File: config.mk
export PLATFORM = sky130hd
export DESIGN_NAME = pipelined_addsub
export DESIGN_NICKNAME = d
export VERILOG_FILES = /design/src/rtl/pipelined_addsub.sv
export SDC_FILE = /design/constraint.sdc
export NUM_CORES = 1
export LEC_CHECK = 0
export ABC_AREA = 1
export CAP_MARGIN = 10
export CELL_PAD_IN_SITES_DETAIL_PLACEMENT = 1
export CELL_PAD_IN_SITES_GLOBAL_PLACEMENT = 2
export CORE_MARGIN = 1.5
export CORE_UTILIZATION = 36
export DETAILED_ROUTE_END_ITERATION = 16
export PLACE_DENSITY_LB_ADDON = 0.1
export REMOVE_ABC_BUFFERS = 1
export SLEW_MARGIN = 20
export SYNTH_ARGS = -nofsm -noshare
export SYNTH_HDL_FRONTEND = slang
export SYNTH_SLANG_ARGS = --single-unit
File: constraint.sdc
create_clock -name clk -period 7.35 [get_ports clk]
set_input_delay 2.205 -clock clk [delete_from_list [all_inputs] [get_ports clk]]
set_output_delay 2.205 -clock clk [all_outputs]
set_load 0.03 [all_outputs]
File: src/rtl/pipelined_addsub.sv
// Pipelined two's-complement adder/subtractor with valid/ready handshake.
// The WIDTH-bit carry chain is cut into STAGES chunks of CHUNK bits; each
// stage adds one chunk, so a new operation can be accepted every cycle.
// Subtraction is a + ~b + 1: b is inverted on entry and op is the carry-in.
module pipelined_addsub #(
  parameter int WIDTH  = 32,
  parameter int STAGES = 4
) (
  input  logic             clk,
  input  logic             reset_n,
  input  logic             in_valid,
  output logic             in_ready,
  input  logic [WIDTH-1:0] a,
  input  logic [WIDTH-1:0] b,
  input  logic             op,
  output logic             out_valid,
  input  logic             out_ready,
  output logic [WIDTH-1:0] sum,
  output logic             carryout,
  output logic             overflow,
  output logic             zero
);

  localparam int CHUNK = WIDTH / STAGES;
  localparam int LAST  = STAGES - 1;

  // Per-stage pipeline registers. r_b holds the (possibly inverted) b'.
  logic             r_valid [STAGES];
  logic [WIDTH-1:0] r_a     [STAGES];
  logic [WIDTH-1:0] r_b     [STAGES];
  logic [WIDTH-1:0] r_sum   [STAGES];
  logic             r_carry [STAGES];
  logic             r_zero  [STAGES];
  logic             r_cmsb;

  // Per-stage inputs (from the ports for stage 0, else from the previous stage).
  logic             w_vin     [STAGES];
  logic [WIDTH-1:0] w_src_a   [STAGES];
  logic [WIDTH-1:0] w_src_b   [STAGES];
  logic [WIDTH-1:0] w_src_sum [STAGES];
  logic             w_cin     [STAGES];
  logic             w_zin     [STAGES];
  logic [CHUNK:0]   w_chunk   [STAGES];
  logic [WIDTH-1:0] w_sum_next[STAGES];
  logic             w_stall;
  logic             w_cmsb;

  // The whole pipeline freezes only when the result cannot leave.
  assign w_stall  = r_valid[LAST] & ~out_ready;
  assign in_ready = ~w_stall;

  genvar gi;
  generate
    for (gi = 0; gi < STAGES; gi++) begin : g_stage
      if (gi == 0) begin : g_first
        assign w_vin[gi]     = in_valid & in_ready;
        assign w_src_a[gi]   = a;
        assign w_src_b[gi]   = b ^ {WIDTH{op}};
        assign w_src_sum[gi] = '0;
        assign w_cin[gi]     = op;
        assign w_zin[gi]     = 1'b1;
      end else begin : g_next
        assign w_vin[gi]     = r_valid[gi-1];
        assign w_src_a[gi]   = r_a[gi-1];
        assign w_src_b[gi]   = r_b[gi-1];
        assign w_src_sum[gi] = r_sum[gi-1];
        assign w_cin[gi]     = r_carry[gi-1];
        assign w_zin[gi]     = r_zero[gi-1];
      end

      // Chunk add with carry-out in the top bit.
      assign w_chunk[gi] = {1'b0, w_src_a[gi][gi*CHUNK +: CHUNK]}
                         + {1'b0, w_src_b[gi][gi*CHUNK +: CHUNK]}
                         + {{CHUNK{1'b0}}, w_cin[gi]};

      // Insert this chunk into the partial sum; lower chunks pass through.
      assign w_sum_next[gi] =
          (w_src_sum[gi] & ~(WIDTH'({CHUNK{1'b1}}) << (gi * CHUNK)))
        | (WIDTH'(w_chunk[gi][CHUNK-1:0]) << (gi * CHUNK));
    end
  endgenerate

  // Carry into the MSB recovered from the MSB sum bit: s = a ^ b ^ cin.
  assign w_cmsb = w_src_a[LAST][WIDTH-1] ^ w_src_b[LAST][WIDTH-1]
                ^ w_sum_next[LAST][WIDTH-1];

  // Advance every stage together unless stalled; reset clears all state.
  always_ff @(posedge clk) begin
    if (!reset_n) begin
      for (int k = 0; k < STAGES; k++) begin
        r_valid[k] <= 1'b0;
        r_a[k]     <= '0;
        r_b[k]     <= '0;
        r_sum[k]   <= '0;
        r_carry[k] <= 1'b0;
        r_zero[k]  <= 1'b0;
      end
      r_cmsb <= 1'b0;
    end else if (!w_stall) begin
      for (int k = 0; k < STAGES; k++) begin
        r_valid[k] <= w_vin[k];
        r_a[k]     <= w_src_a[k];
        r_b[k]     <= w_src_b[k];
        r_sum[k]   <= w_sum_next[k];
        r_carry[k] <= w_chunk[k][CHUNK];
        r_zero[k]  <= w_zin[k] & (w_chunk[k][CHUNK-1:0] == '0);
      end
      r_cmsb <= w_cmsb;
    end
  end

  assign out_valid = r_valid[LAST];
  assign sum       = r_sum[LAST];
  assign carryout  = r_carry[LAST];
  assign overflow  = r_cmsb ^ r_carry[LAST];
  assign zero      = r_zero[LAST];

endmodule

# Yosys cells after proc, flatten, opt, wreduce, memory -nomap -nowiden
# Memories as Yosys holds them, arrays and structs flattened.
# Cells that the tools add are included.
[op_classes]
muxes = 28
add_sub_neg = 8
bitwise_logic = 38
reduce_logical = 4
[ops]
columns = ["operator", "n"]
rows = [
  ["32-bit two-way mux", 12],
  ["8-bit by 8-bit adder with 9-bit output", 4],
  ["9-bit by 1-bit adder with 9-bit output", 4],
  ["8-bit logical NOT", 4],
  ["24-bit by 32-bit bitwise OR with 32-bit output", 1],
  ["32-bit by 16-bit bitwise OR with 32-bit output", 1],
  ["32-bit by 24-bit bitwise OR with 32-bit output", 1],
  ["32-bit bitwise XOR", 1],
  ["1-bit bitwise OR", 24],
  ["1-bit two-way mux", 16],
  ["1-bit AND", 5],
  ["1-bit bitwise XOR", 3],
  ["1-bit inverter", 2],
]
[totals]
ramBits = 396
reg_bits = 1
mem_count = 6
input_bits = 69
[mem_list]
columns = ["name", "depth", "width", "read_ports", "rd_clocked_by_memory_dff", "write_ports", "line_no", "source"]
rows = [
  ["r_a", 4, 32, 3, 0, 4, "29", "logic [WIDTH-1:0] r_a [STAGES];"],
  ["r_b", 4, 32, 3, 0, 4, "30", "logic [WIDTH-1:0] r_b [STAGES];"],
  ["r_sum", 4, 32, 4, 0, 4, "31", "logic [WIDTH-1:0] r_sum [STAGES];"],
  ["r_carry", 4, 1, 4, 0, 4, "32", "logic r_carry [STAGES];"],
  ["r_valid", 4, 1, 4, 0, 4, "28", "logic r_valid [STAGES];"],
  ["r_zero", 4, 1, 4, 0, 4, "33", "logic r_zero [STAGES];"],
]

# Depth between registers and ports, before layout
[depth]
depth_word = 6
mapped_depth = 15

# Least setup slack after synthesis
# No wires, ideal clock.
[synth_path]
path_kind = "input port to flip-flop"
startpoint = "in out_ready"
endpoint = "mem r_a[0][10], enable pin"
required_ns = 6.816
arrival_time_ns = 5.966
setup_ns = 0.534
stages = 4
slack_ns = 0.850
path_cell_list = "inv_2 > nand2_4 > nor2_2 > inv_1"
[synth_rtl]
columns = ["item", "line_no", "source"]
rows = [
  ["start, declared", "17", "input logic out_ready,"],
  ["end, declared", "29", ""],
]

# Final worst setup path
[layout_path]
startpoint = "in out_ready"
endpoint = "out in_ready"
[layout_between]
elab_chain_cells = 3
[layout_lines]
columns = ["item", "line_no", "source"]
rows = [
  ["1-bit inverter", "49", "assign w_stall = r_valid[LAST] & ~out_ready;"],
  ["1-bit AND", "49", ""],
  ["1-bit inverter", "50", "assign in_ready = ~w_stall;"],
  ["end, declared", "12", "output logic in_ready,"],
]
# No other way between the ends.

==> impl_metrics.tcl <==
set metrics [dict create \
    status "finished clean" \
    cts_sinks 189 \
    cp-start-kind "input pin" \
    clockRootBuffer "clkbuf_16" \
    crit_chain "clkdlybuf4s50_1, inv_2, nand2_4, clkdlybuf4s50_1" \
    finalCritPeriodShare 0.775 \
    ios 106 \
    fin_nets 1057 \
    routabilityCongestion 0.766 \
    cp_num_buf_inv 3 \
    post_drt_wl_per_cell_um 12.9 \
    fin_crit_ns 5.70 \
    avgSynthCellArea_um2 10.5 \
    clk_path_buf_depth 2 \
    yosysWarnings 0 \
    synth-simple-area-share 0.163 \
    cp_top_family "buffers and inverters" \
    r2r_slack_ns 4.85 \
    cts_tree "yes" \
    first_iter_violations 198 \
    netlist_instances 850 \
    cp.required_ns 5.14 \
    hold_buffers 0 \
    maxCapViolCount 0 \
    reg2reg_depth 4 \
    die_w_um 160 \
    dp_hpwl_mm 11.4 \
    crit_fanout 3 \
    ant_nets 0 \
    power_leakage_nw 4.68 \
    grt_start_max_net_pins 124 \
    grt_antenna_before_repair 0 \
    route.detailed.drc 0 \
    drive_gt1_frac 0.0714 \
    post_cts_buffers 0 \
    path_clk_slew_ns 0.07 \
    synth.ff_latch_count 189 \
    synth.mux.area_fraction 0 \
    hold_class "flip-flop to flip-flop" \
    crit_top_cell "clkdlybuf4s50_1" \
    area_growth_pct 21.3 \
    finalMaxSlewViolations 0 \
    crit_path_end_kind "output pin" \
    grt_pass1_vias 6015 \
    multi_input_comb_area_mm2 0.00253 \
    crit_type "input pin to output pin" \
    core_mm2 0.0243 \
    cts_resized 0 \
    fmax_ghz 0.175 \
    tns_ns 0 \
    synthArstFlopShare 0 \
    final-setup-viol-count 0 \
    fillCellCount 2672 \
    synth_edf_count 179 \
    start_util 0.367 \
    path_depth 4 \
    netlist_area_mm2 0.00892 \
    fin_hold_ws_ns 0.463 \
    rsz0062_at_grt "no" \
    worst_skew_pair.late_latency_ns 0.42 \
    synth_ff_type "edfxtp_1" \
    finClkSkew_ns 0.0124 \
    via_per_inst 4.41 \
    vias 5691 \
    post_synth_xor_area_fraction 0.0421 \
    routed_wl_mm 16.7 \
    cts_buffers 17 \
    ys_types 33 \
    cp.arrival_ns 3.49 \
    min_path_cells 2 \
    vdd_drop_max_v 0.0000989 \
    power_density_mw_per_mm2 225 \
    dieArea_mm2 0.0257 \
    synth-seq-area-share 0.625 \
    critPathSlowestCell "clkdlybuf4s50_1" \
    drt-pass1-iter-count 4 \
    synthAdderAreaFrac 0.0550 \
    worst_slew_pin_slew_ns 1.03 \
    max_stage_delay_ns 0.68 \
    grt-ovfl-total 0 \
    hold_viol 0 \
    final_cell_mix "nor2_1, edfxtp_1, inv_1" \
    synth_top_family_by_area "simple AND/OR/NAND/NOR gates" \
    port_buffers 105 \
    synth_compound_area_frac 0.0224 \
    slew_headroom 0.314 \
    grt.total_usage 0.138 \
    core.rowCount 57 \
    regArea_mm2 0.00558 \
    grt_pass1_wl_mm 28.5 \
    final_common_cell "nor2_1" \
    ctsHtreeMaxLevel 4 \
    die_h_um 160 \
    num_antenna_cells 0 \
]
[flip-flops by register name (all words and copies together) (netlist names)]
name and cells:
r_sum 80, r_b 48, r_cmsb 1, r_carry 4
r_zero 4, r_a 48, r_valid 4
[worst paths after layout]
path / from / end
max: out_ready / in_ready
min: r_zero[2] / r_zero[2]
max reg2reg: r_valid[3] / r_a[0][95]
min reg2reg: r_zero[2] / r_zero[2]
[stage by stage]
| step | setup WS (ns) | util | area [µm²] | instances | power, W |
|---|---|---|---|---|---|
| 2_1_floorplan | 0.850 | - | 8780 | 826 | 0.00149 |
| 3_3_place_gp | 1.66 | 0.422 | 10300 | 1258 | 0.00160 |
| 3_5_place_dp | 1.65 | 0.422 | 10300 | 1258 | 0.00161 |
| 4_1_cts | 1.64 | 0.445 | 10800 | 1290 | 0.00247 |
| 5_1_grt | 1.62 | 0.445 | 10800 | 1290 | 0.00255 |
| 6_report | 1.65 | 0.445 | 10800 | 1290 | 0.00243 |
[where the power goes]
group / internal [W] / switching (W)
combinational: 0.000129 / 0.000174
clock: 0.000438 / 0.000413
sequential: 0.00126 / 0.0000227
[cells by family after synthesis]
logic type      Yosys count
compound gates           34
fa+ha+maj                35
simple gates            343
xor+xnor                 42
buf+inv                 207
flops                   189
[layer usage]
layer	wire, µm	share of wire	global-route usage	vias up
li1	-	-	-	2865
met1	6890	0.41	0.152	2741
met2	8970	0.54	0.260	71
met3	571	0.034	0.0338	14
met4	217	0.013	0.0404	0
met5	0	0	0	-
[worst reg2reg max path, cell delays in order, from the launching register on]
cell and delay, ns:
edfxtp_1 0.49, nand2_4 0.16, nor2_2 0.14, inv_6 0.59
buf_4 0.72
[synthesized netlist by cell type, types with 2 or more instances]
cell type,n,area share
nand3_1,22,0.012
dfxtp_1,10,0.022
nand3_2,3,0.0034
a21oi_1,19,0.011
nand2_2,11,0.0077
nor3_1,3,0.0017
fa_1,7,0.016
inv_2,5,0.0021
nand4_1,3,0.0021
nand2_4,2,0.0025
nor2_1,181,0.076
a21oi_2,5,0.0049
o21ai_0,4,0.0022
buf_2,22,0.012
buf_6,2,0.0025
clkinv_1,2,0.00084
nor3b_1,2,0.0017
nor2_2,3,0.0021
xnor2_1,30,0.029
ha_1,28,0.039
nor3_2,2,0.0022
nand2_1,101,0.043
inv_1,176,0.074
nand3b_1,9,0.0076
xor2_1,11,0.011
o22ai_1,2,0.0014
edfxtp_1,179,0.60
[cell type report]
type                            count  area share
Clock inverter                     15      0.0109
Timing Repair Buffer              108      0.0988
Inverter                          183      0.0640
Tap cell                          324      0.0375
Sequential cell                   189       0.516
Clock buffer                       17      0.0393
Multi-Input combinational cell    454       0.234
(Power assumes the default switching activity.)
